==> src/rtl/result_streamer.sv <==
// Streams the shortest-distance table out of OutputMemory over a valid/ready port
// once bellmanford finishes, or emits a single negative-cycle status beat instead.
module result_streamer #(
    parameter int                    ADDR_WIDTH = 13,
    parameter int                    DATA_WIDTH = 16,
    parameter int                    COUNT      = 8192,
    parameter logic [DATA_WIDTH-1:0] INF_VALUE  = 16'hFFFF
) (
    input  logic                  clock,
    input  logic                  reset,
    input  logic                  Finish,
    input  logic                  NegCycle,
    output logic [ADDR_WIDTH-1:0] OMAR,
    input  logic [DATA_WIDTH-1:0] OMDR,
    output logic                  out_valid,
    input  logic                  out_ready,
    output logic [DATA_WIDTH-1:0] out_data,
    output logic [ADDR_WIDTH-1:0] out_index,
    output logic                  out_unreachable,
    output logic                  out_last,
    output logic                  out_neg,
    output logic                  busy,
    output logic                  done
);

    typedef enum logic [2:0] {
        IDLE    = 3'd0,
        STREAM  = 3'd1,
        DRAIN   = 3'd2,
        NEGBEAT = 3'd3,
        DONE    = 3'd4
    } state_t;

    localparam logic [ADDR_WIDTH-1:0] LAST_ADDR = ADDR_WIDTH'(COUNT - 1);

    state_t                  state_r, state_s;
    logic                    fin_r, neg_r;
    logic                    start_fin_s, start_neg_s, load_s, hshake_s;
    logic [ADDR_WIDTH-1:0]   omar_s, index_s;
    logic [DATA_WIDTH-1:0]   data_s;
    logic                    valid_s, unreach_s, last_s, neg_s, busy_s, done_s;

    assign start_fin_s = Finish & ~fin_r;
    assign start_neg_s = NegCycle & ~neg_r;
    assign load_s      = ~out_valid | out_ready;
    assign hshake_s    = out_valid & out_ready;

    // State register
    always_ff @(posedge clock) begin
        if (reset) begin
            state_r <= IDLE;
        end else begin
            state_r <= state_s;
        end
    end

    // Next-state selection; a negative-cycle edge takes priority over completion
    always_comb begin
        state_s = state_r;
        case (state_r)
            IDLE, DONE: begin
                if (start_neg_s) begin
                    state_s = NEGBEAT;
                end else if (start_fin_s) begin
                    state_s = STREAM;
                end else begin
                    state_s = state_r;
                end
            end
            STREAM: begin
                if (load_s && (OMAR == LAST_ADDR)) begin
                    state_s = DRAIN;
                end else begin
                    state_s = STREAM;
                end
            end
            DRAIN, NEGBEAT: begin
                if (hshake_s) begin
                    state_s = DONE;
                end else begin
                    state_s = state_r;
                end
            end
            default: state_s = IDLE;
        endcase
    end

    // Next values of the registered outputs; OMAR doubles as the stream address
    always_comb begin
        omar_s    = OMAR;
        valid_s   = out_valid;
        data_s    = out_data;
        index_s   = out_index;
        unreach_s = out_unreachable;
        last_s    = out_last;
        neg_s     = out_neg;
        busy_s    = busy;
        done_s    = done;
        case (state_r)
            IDLE, DONE: begin
                if (start_neg_s) begin
                    done_s = 1'b0;
                    busy_s = 1'b1;
                end else if (start_fin_s) begin
                    omar_s = {ADDR_WIDTH{1'b0}};
                    done_s = 1'b0;
                    busy_s = 1'b1;
                end else begin
                    done_s = done;
                end
            end
            STREAM: begin
                if (load_s) begin
                    valid_s   = 1'b1;
                    data_s    = OMDR;
                    index_s   = OMAR;
                    unreach_s = (OMDR == INF_VALUE);
                    last_s    = (OMAR == LAST_ADDR);
                    neg_s     = 1'b0;
                    // Park on the final address so OMAR never wraps
                    if (OMAR == LAST_ADDR) begin
                        omar_s = OMAR;
                    end else begin
                        omar_s = OMAR + ADDR_WIDTH'(1);
                    end
                end else begin
                    omar_s = OMAR;
                end
            end
            DRAIN: begin
                if (hshake_s) begin
                    valid_s = 1'b0;
                    last_s  = 1'b0;
                    busy_s  = 1'b0;
                    done_s  = 1'b1;
                end else begin
                    valid_s = out_valid;
                end
            end
            NEGBEAT: begin
                if (!out_valid) begin
                    valid_s   = 1'b1;
                    neg_s     = 1'b1;
                    last_s    = 1'b1;
                    data_s    = INF_VALUE;
                    unreach_s = 1'b0;
                    index_s   = {ADDR_WIDTH{1'b0}};
                    busy_s    = 1'b1;
                end else if (out_ready) begin
                    valid_s = 1'b0;
                    neg_s   = 1'b0;
                    last_s  = 1'b0;
                    busy_s  = 1'b0;
                    done_s  = 1'b1;
                end else begin
                    valid_s = out_valid;
                end
            end
            default: begin
                valid_s = 1'b0;
                busy_s  = 1'b0;
            end
        endcase
    end

    // Output and edge-detect registers
    always_ff @(posedge clock) begin
        if (reset) begin
            fin_r           <= 1'b0;
            neg_r           <= 1'b0;
            OMAR            <= {ADDR_WIDTH{1'b0}};
            out_valid       <= 1'b0;
            out_data        <= {DATA_WIDTH{1'b0}};
            out_index       <= {ADDR_WIDTH{1'b0}};
            out_unreachable <= 1'b0;
            out_last        <= 1'b0;
            out_neg         <= 1'b0;
            busy            <= 1'b0;
            done            <= 1'b0;
        end else begin
            fin_r           <= Finish;
            neg_r           <= NegCycle;
            OMAR            <= omar_s;
            out_valid       <= valid_s;
            out_data        <= data_s;
            out_index       <= index_s;
            out_unreachable <= unreach_s;
            out_last        <= last_s;
            out_neg         <= neg_s;
            busy            <= busy_s;
            done            <= done_s;
        end
    end

endmodule

==> config.mk <==
export PLATFORM = sky130hd
export DESIGN_NAME = result_streamer
export DESIGN_NICKNAME = d
export VERILOG_FILES = /design/src/rtl/result_streamer.sv
export SDC_FILE = /design/constraint.sdc
export NUM_CORES = 1
export LEC_CHECK = 0
export BUFFER_PORTS_ARGS = -buffer_cell sky130_fd_sc_hd__buf_2
export CAP_MARGIN = 10
export CORE_ASPECT_RATIO = 0.6
export CORE_MARGIN = 8
export CORE_UTILIZATION = 51
export DETAILED_ROUTE_END_ITERATION = 8
export PLACE_DENSITY = 0.79
export SETUP_SLACK_MARGIN = 0.3
export SLEW_MARGIN = 5
export SYNTH_ARGS = -nofsm -noshare
export SYNTH_HDL_FRONTEND = slang
export SYNTH_SLANG_ARGS = --single-unit
==> constraint.sdc <==
create_clock -name clock -period 2.4 [get_ports clock]
set_clock_uncertainty 0.05 [all_clocks]
set_input_delay 0.12 -clock clock [delete_from_list [all_inputs] [get_ports clock]]
set_output_delay 0.12 -clock clock [all_outputs]
set_load 0.02 [all_outputs]
# Yosys cells after proc, flatten, opt, wreduce, memory -nomap -nowiden
# Index checks and enable logic that the tools add are counted.
# Widths: inputs -> output; s select.
# classes
addsub	1
n_mul	0
div	0
order_cmp	0
eq_ne	17
shift	0
muxes	39
n_bitwise	9
n_reduce_logical	16
# ops
op	n
$mux 13	6
$pmux 13 s2	2
$mux 16	2
$pmux 16 s2	1
$ne 2x2->1 const B	9
$mux 1	17
$eq 16x16->1 const B	1
$add 13x1->13 const B	1
$eq 13x13->1 const B	1
$reduce_and 5->1	2
$mux 3	3
$pmux 3 s3	1
$reduce_and 3->1	3
$pmux 1 s4	2
$reduce_and 4->1	2
$eq 3x2->1 const B	2
$ne 3x3->1 const B	2
$pmux 1 s3	2
$reduce_bool 3->1	2
$not 1->1	5
$pmux 1 s2	2
$reduce_bool 2->1	2
$reduce_or 2->1	2
$and 1x1->1	3
other kinds (7)	7
# totals
regBits	53
latchBits	0
ramBits	0
romBits	0
input_bits	21
out_inout_bits	48
word_cells	94
n_memories	0

# Logic depth before layout (Yosys ltp)
# depth
ltp_word	5
depth_mapped	6
depth_no_buf	5

# Worst setup path before layout
# Ideal clock, no wire load.
# synth_path
path_type	reg-to-reg
startpoint	register OMAR[0]
endpoint	register out_last
setup_ps	88
arrival_time_ps	1828
t_required_ps	2262
setup_slack_ps	434
path_stages_with_launch	7
path_buffers	1
period_less_slack_ps	1966
cell_sequence	dfxtp_1 -> ha_1 -> nand4_1 -> or3_1 -> buf_4 -> a21o_1 -> a311oi_2
# synth_between
elab_chain_cells	3
# synth_lines
item	line	source
start: declaration	13	output logic [ADDR_WIDTH-1:0] OMAR,
start signal: assignment	171	OMAR <= {ADDR_WIDTH{1'b0}};
start signal: assignment	183	OMAR <= omar_s;
$eq 13x13->1	118	last_s = (OMAR == LAST_ADDR);
$mux 1	113	if (load_s) begin
$pmux 1 s3	99	case (state_r)
end signal: assignment	188	out_last <= last_s;
end: declaration	20	output logic out_last,
# No other way between the ends. The select of a mux whose other input is x is not followed.
# A chain may end at the register's enable or synchronous reset.

# Final worst setup path
# Ends and elaborated chain as after synthesis.

==> results.sh <==
export IMPL_cp_required_ps=2570
export IMPL_cp_max_fo=10
export IMPL_cts_tree="yes"
export IMPL_maxSlewHeadroom_pct=53.7
export IMPL_cp_end_kind="flop"
export IMPL_post_cts_buffers=0
export IMPL_critPathMaxStageDelay_ps=500
export IMPL_cp_arrival_ps=2180
export IMPL_p_leak_uw=0.00115
export IMPL_rows=18
export IMPL_multi_input_area_um2=1130
export IMPL_min_path_cells=2
export IMPL_grt_pass1_wl_um=10900
export IMPL_die_y_um=67.8
export IMPL_hold_class="in2reg"
export IMPL_cts_buffers=5
export IMPL_post_dp_hpwl_um=4680
export IMPL_layout_nets=341
export IMPL_worst_setup_path_start_kind="flop"
export IMPL_crit_slowest_cell="or3_4"
export IMPL_via_per_inst=5.99
export IMPL_grt_pass1_vias=2232
export IMPL_power_total_uw=1950
export IMPL_seqCellArea_um2=1060
export IMPL_path_cells="ha_1 -> nand4_1 -> or3_4 -> a21o_1 -> a311oi_2"
export IMPL_firstDrtPassIters=5
export IMPL_wl_per_cell_um=17.1
export IMPL_irDropWorstVdd_mv=0.385
export IMPL_status="finished, final reports clean"
export IMPL_p_per_area_nw_per_um2=694
export IMPL_ios=69
export IMPL_tns_ps=0
export IMPL_die_w_um=102
export IMPL_slew_violations=0
export IMPL_synthesis_area_um2=2280
export IMPL_drc=0
export IMPL_layout_drive_gt1_share_pct=32.6
export IMPL_yosys_warnings=0
export IMPL_post_place_ws_ps=291
export IMPL_layout_setup_ws_ps=388
export IMPL_fin_crit_sh_pct=83.8
export IMPL_fmax_mhz=497
export IMPL_cts_max_level=2
export IMPL_min_period_ps=2010
export IMPL_final_util_pct=66.8
export IMPL_overflow=0
export IMPL_synth_nets=273
export IMPL_root_buffer="clkbuf_8"
export IMPL_fp_coreArea_um2=4210
export IMPL_maxCapViolCount=0
export IMPL_portBuffers=68
export IMPL_rr_worst_depth=5
export IMPL_syn2layout_area_growth_pct=23.2
export IMPL_antenna_found_initial=0
export IMPL_synthCells=251
export IMPL_avgSynthCellArea_um2=9.09
export IMPL_place_congestion=0.847
export IMPL_yosysUniqueCellTypes=45
export IMPL_clk_pin_slew_worst_paths_ps=90
export IMPL_dieArea_um2=6940
export IMPL_clk_latency_ps=310
export IMPL_path_class="reg2reg"
export IMPL_drt_initial_drc_count=157
export IMPL_ys_ff_latch=53
export IMPL_final_hold_violation_count=0
export IMPL_antenna_cells=0
export IMPL_start_util_pct=54.2
export IMPL_wl_um=6500
export IMPL_rsz0062_at_grt="true"
export IMPL_vias=2270
export IMPL_setup_viol=0
export IMPL_clock_path_buffers=2
export IMPL_track_usage_pct=19.8
export IMPL_tightest_slew_ps=689
export IMPL_ant_nets=0
export IMPL_yosysSeqAreaShare_pct=46.5
export IMPL_n_fill_cell=361
export IMPL_grt_max_degree=37
export IMPL_cts_num_sinks=53
==> kinds of logic after synthesis <==
kind of cell    Yosys count  share of synthesized area [%]
fa+ha+maj                 1                          0.548
flops                    53                           46.5
mux                       2                          0.877
simple gates            100                           22.7
compound gates           71                           24.7
buf+inv                  24                           4.66
==> worst paths after layout <==
kind,startpoint,endpoint,slack (ps)
max,OMAR[0],out_last,390
min,OMDR[3],out_data[3],50
max reg2reg,OMAR[0],out_last,390
min reg2reg,out_unreachable,out_unreachable,410
==> per-layer routing <==
| layer | GRT usage [%] | vias to the layer above | part of all wire, % |
|---|---|---|---|
| li1 | - | 1085 | - |
| met1 | 28.6 | 1051 | 49 |
| met2 | 26.8 | 123 | 39 |
| met3 | 5.36 | 11 | 10 |
| met4 | 7.80 | 0 | 1.4 |
| met5 | 0 | - | 0 |
==> cell type report <==
cell class,instances,share of cell area [%]
clock buffer,7,3.07
sequential,53,37.7
tap,60,2.67
timing repair buffer,80,15.5
multi-input combinational,174,40.4
inverter,5,0.668
==> registers in the layout (all words and copies together), names as in the netlist <==
| name | cells |
|---|---|
| out_data | 16 |
| OMAR | 13 |
| out_unreachable | 1 |
| done | 1 |
| neg_r | 1 |
| out_index | 13 |
| fin_r | 1 |
| out_neg | 1 |
| state_r | 3 |
| busy | 1 |
| out_valid | 1 |
| out_last | 1 |
==> worst max-delay path: cells and delay by family, from the launching register on <==
kind | cells | cell delay [ps]
AOI/OAI and AO/OA | 2 | 460
adders and majority gates | 1 | 260
DFF | 1 | 450
and+or+nand+nor | 2 | 710
==> cell usage in the layout, fill, tap and decap left out, drive strengths merged <==
master        n
dfxtp        53
o211ai        3
a311oi        7
a22oi        13
nor4          2
nand2        19
a31oi         4
nor2         28
a32oi         1
nand3b        1
clkinv        1
o21ai         7
clkbuf        7
a21o          1
o221a        16
a31o          1
or3b          1
nor2b         4
o311ai        1
nor4bb        1
nor3b         1
inv           4
nand3        11
nand4        12
o21a          1
a21oi        12
nand4b        1
and3          1
or3           2
nor3          8
ha            1
dlygate4sd3   2
or4           3
o221ai        3
buf          78
nand2b        5
a2111oi       1
mux2i         2
==> what timing repair did <==
action                                  CTS  global route
hold buffers                              2             0
resized for setup                         2             2
cloned                                    0             0
endpoints found under the setup margin    4             4
hold endpoints to repair                  2             0
==> synthesized netlist by cell type, drive strengths merged <==
| master | number | area share (%) |
|---|---|---|
| a2111oi | 1 | 0.38 |
| a21o | 1 | 0.33 |
| a21oi | 12 | 2.6 |
| a22oi | 13 | 4.3 |
| a311oi | 7 | 3.0 |
| a31o | 1 | 0.38 |
| a31oi | 4 | 1.1 |
| a32oi | 1 | 0.38 |
| and3 | 1 | 0.27 |
| buf | 10 | 2.4 |
| clkbuf | 9 | 1.5 |
| clkinv | 1 | 0.16 |
| dfxtp | 53 | 46 |
| ha | 1 | 0.55 |
| inv | 4 | 0.66 |
| mux2i | 2 | 0.88 |
| nand2 | 19 | 3.1 |
| nand2b | 5 | 1.4 |
| nand3 | 11 | 2.4 |
| nand3b | 1 | 0.33 |
| nand4 | 12 | 3.6 |
| nand4b | 1 | 0.38 |
| nor2 | 28 | 4.7 |
| nor2b | 4 | 1.1 |
| nor3 | 8 | 2.0 |
| nor3b | 1 | 0.55 |
| nor4 | 2 | 0.55 |
| nor4bb | 1 | 0.44 |
| o211ai | 3 | 0.99 |
| o21a | 1 | 0.33 |
| o21ai | 7 | 1.5 |
| o221a | 16 | 7.9 |
| o221ai | 3 | 1.2 |
| o311ai | 1 | 0.38 |
| or3 | 2 | 0.55 |
| or3b | 1 | 0.38 |
| or4 | 3 | 0.99 |
==> power by group <==
part	total [µW]	leakage, µW	internal, µW	switching, µW
Sequential	996	0.000433	942	53.5
Combinational	449	0.000677	165	284
Clock	507	0.0000443	230	278
Total	1950	0.00115	1340	615
==> metrics by stage <==
stage	instances	cell area, µm²	hold slack [ps]
after floorplan	251	2280	198
after global placement	370	2690	295
after detailed placement	370	2690	313
after CTS	379	2800	43.1
after global routing	379	2810	41.8
final	379	2810	50.5
No activity file was read; power rests on OpenSTA's default activity.
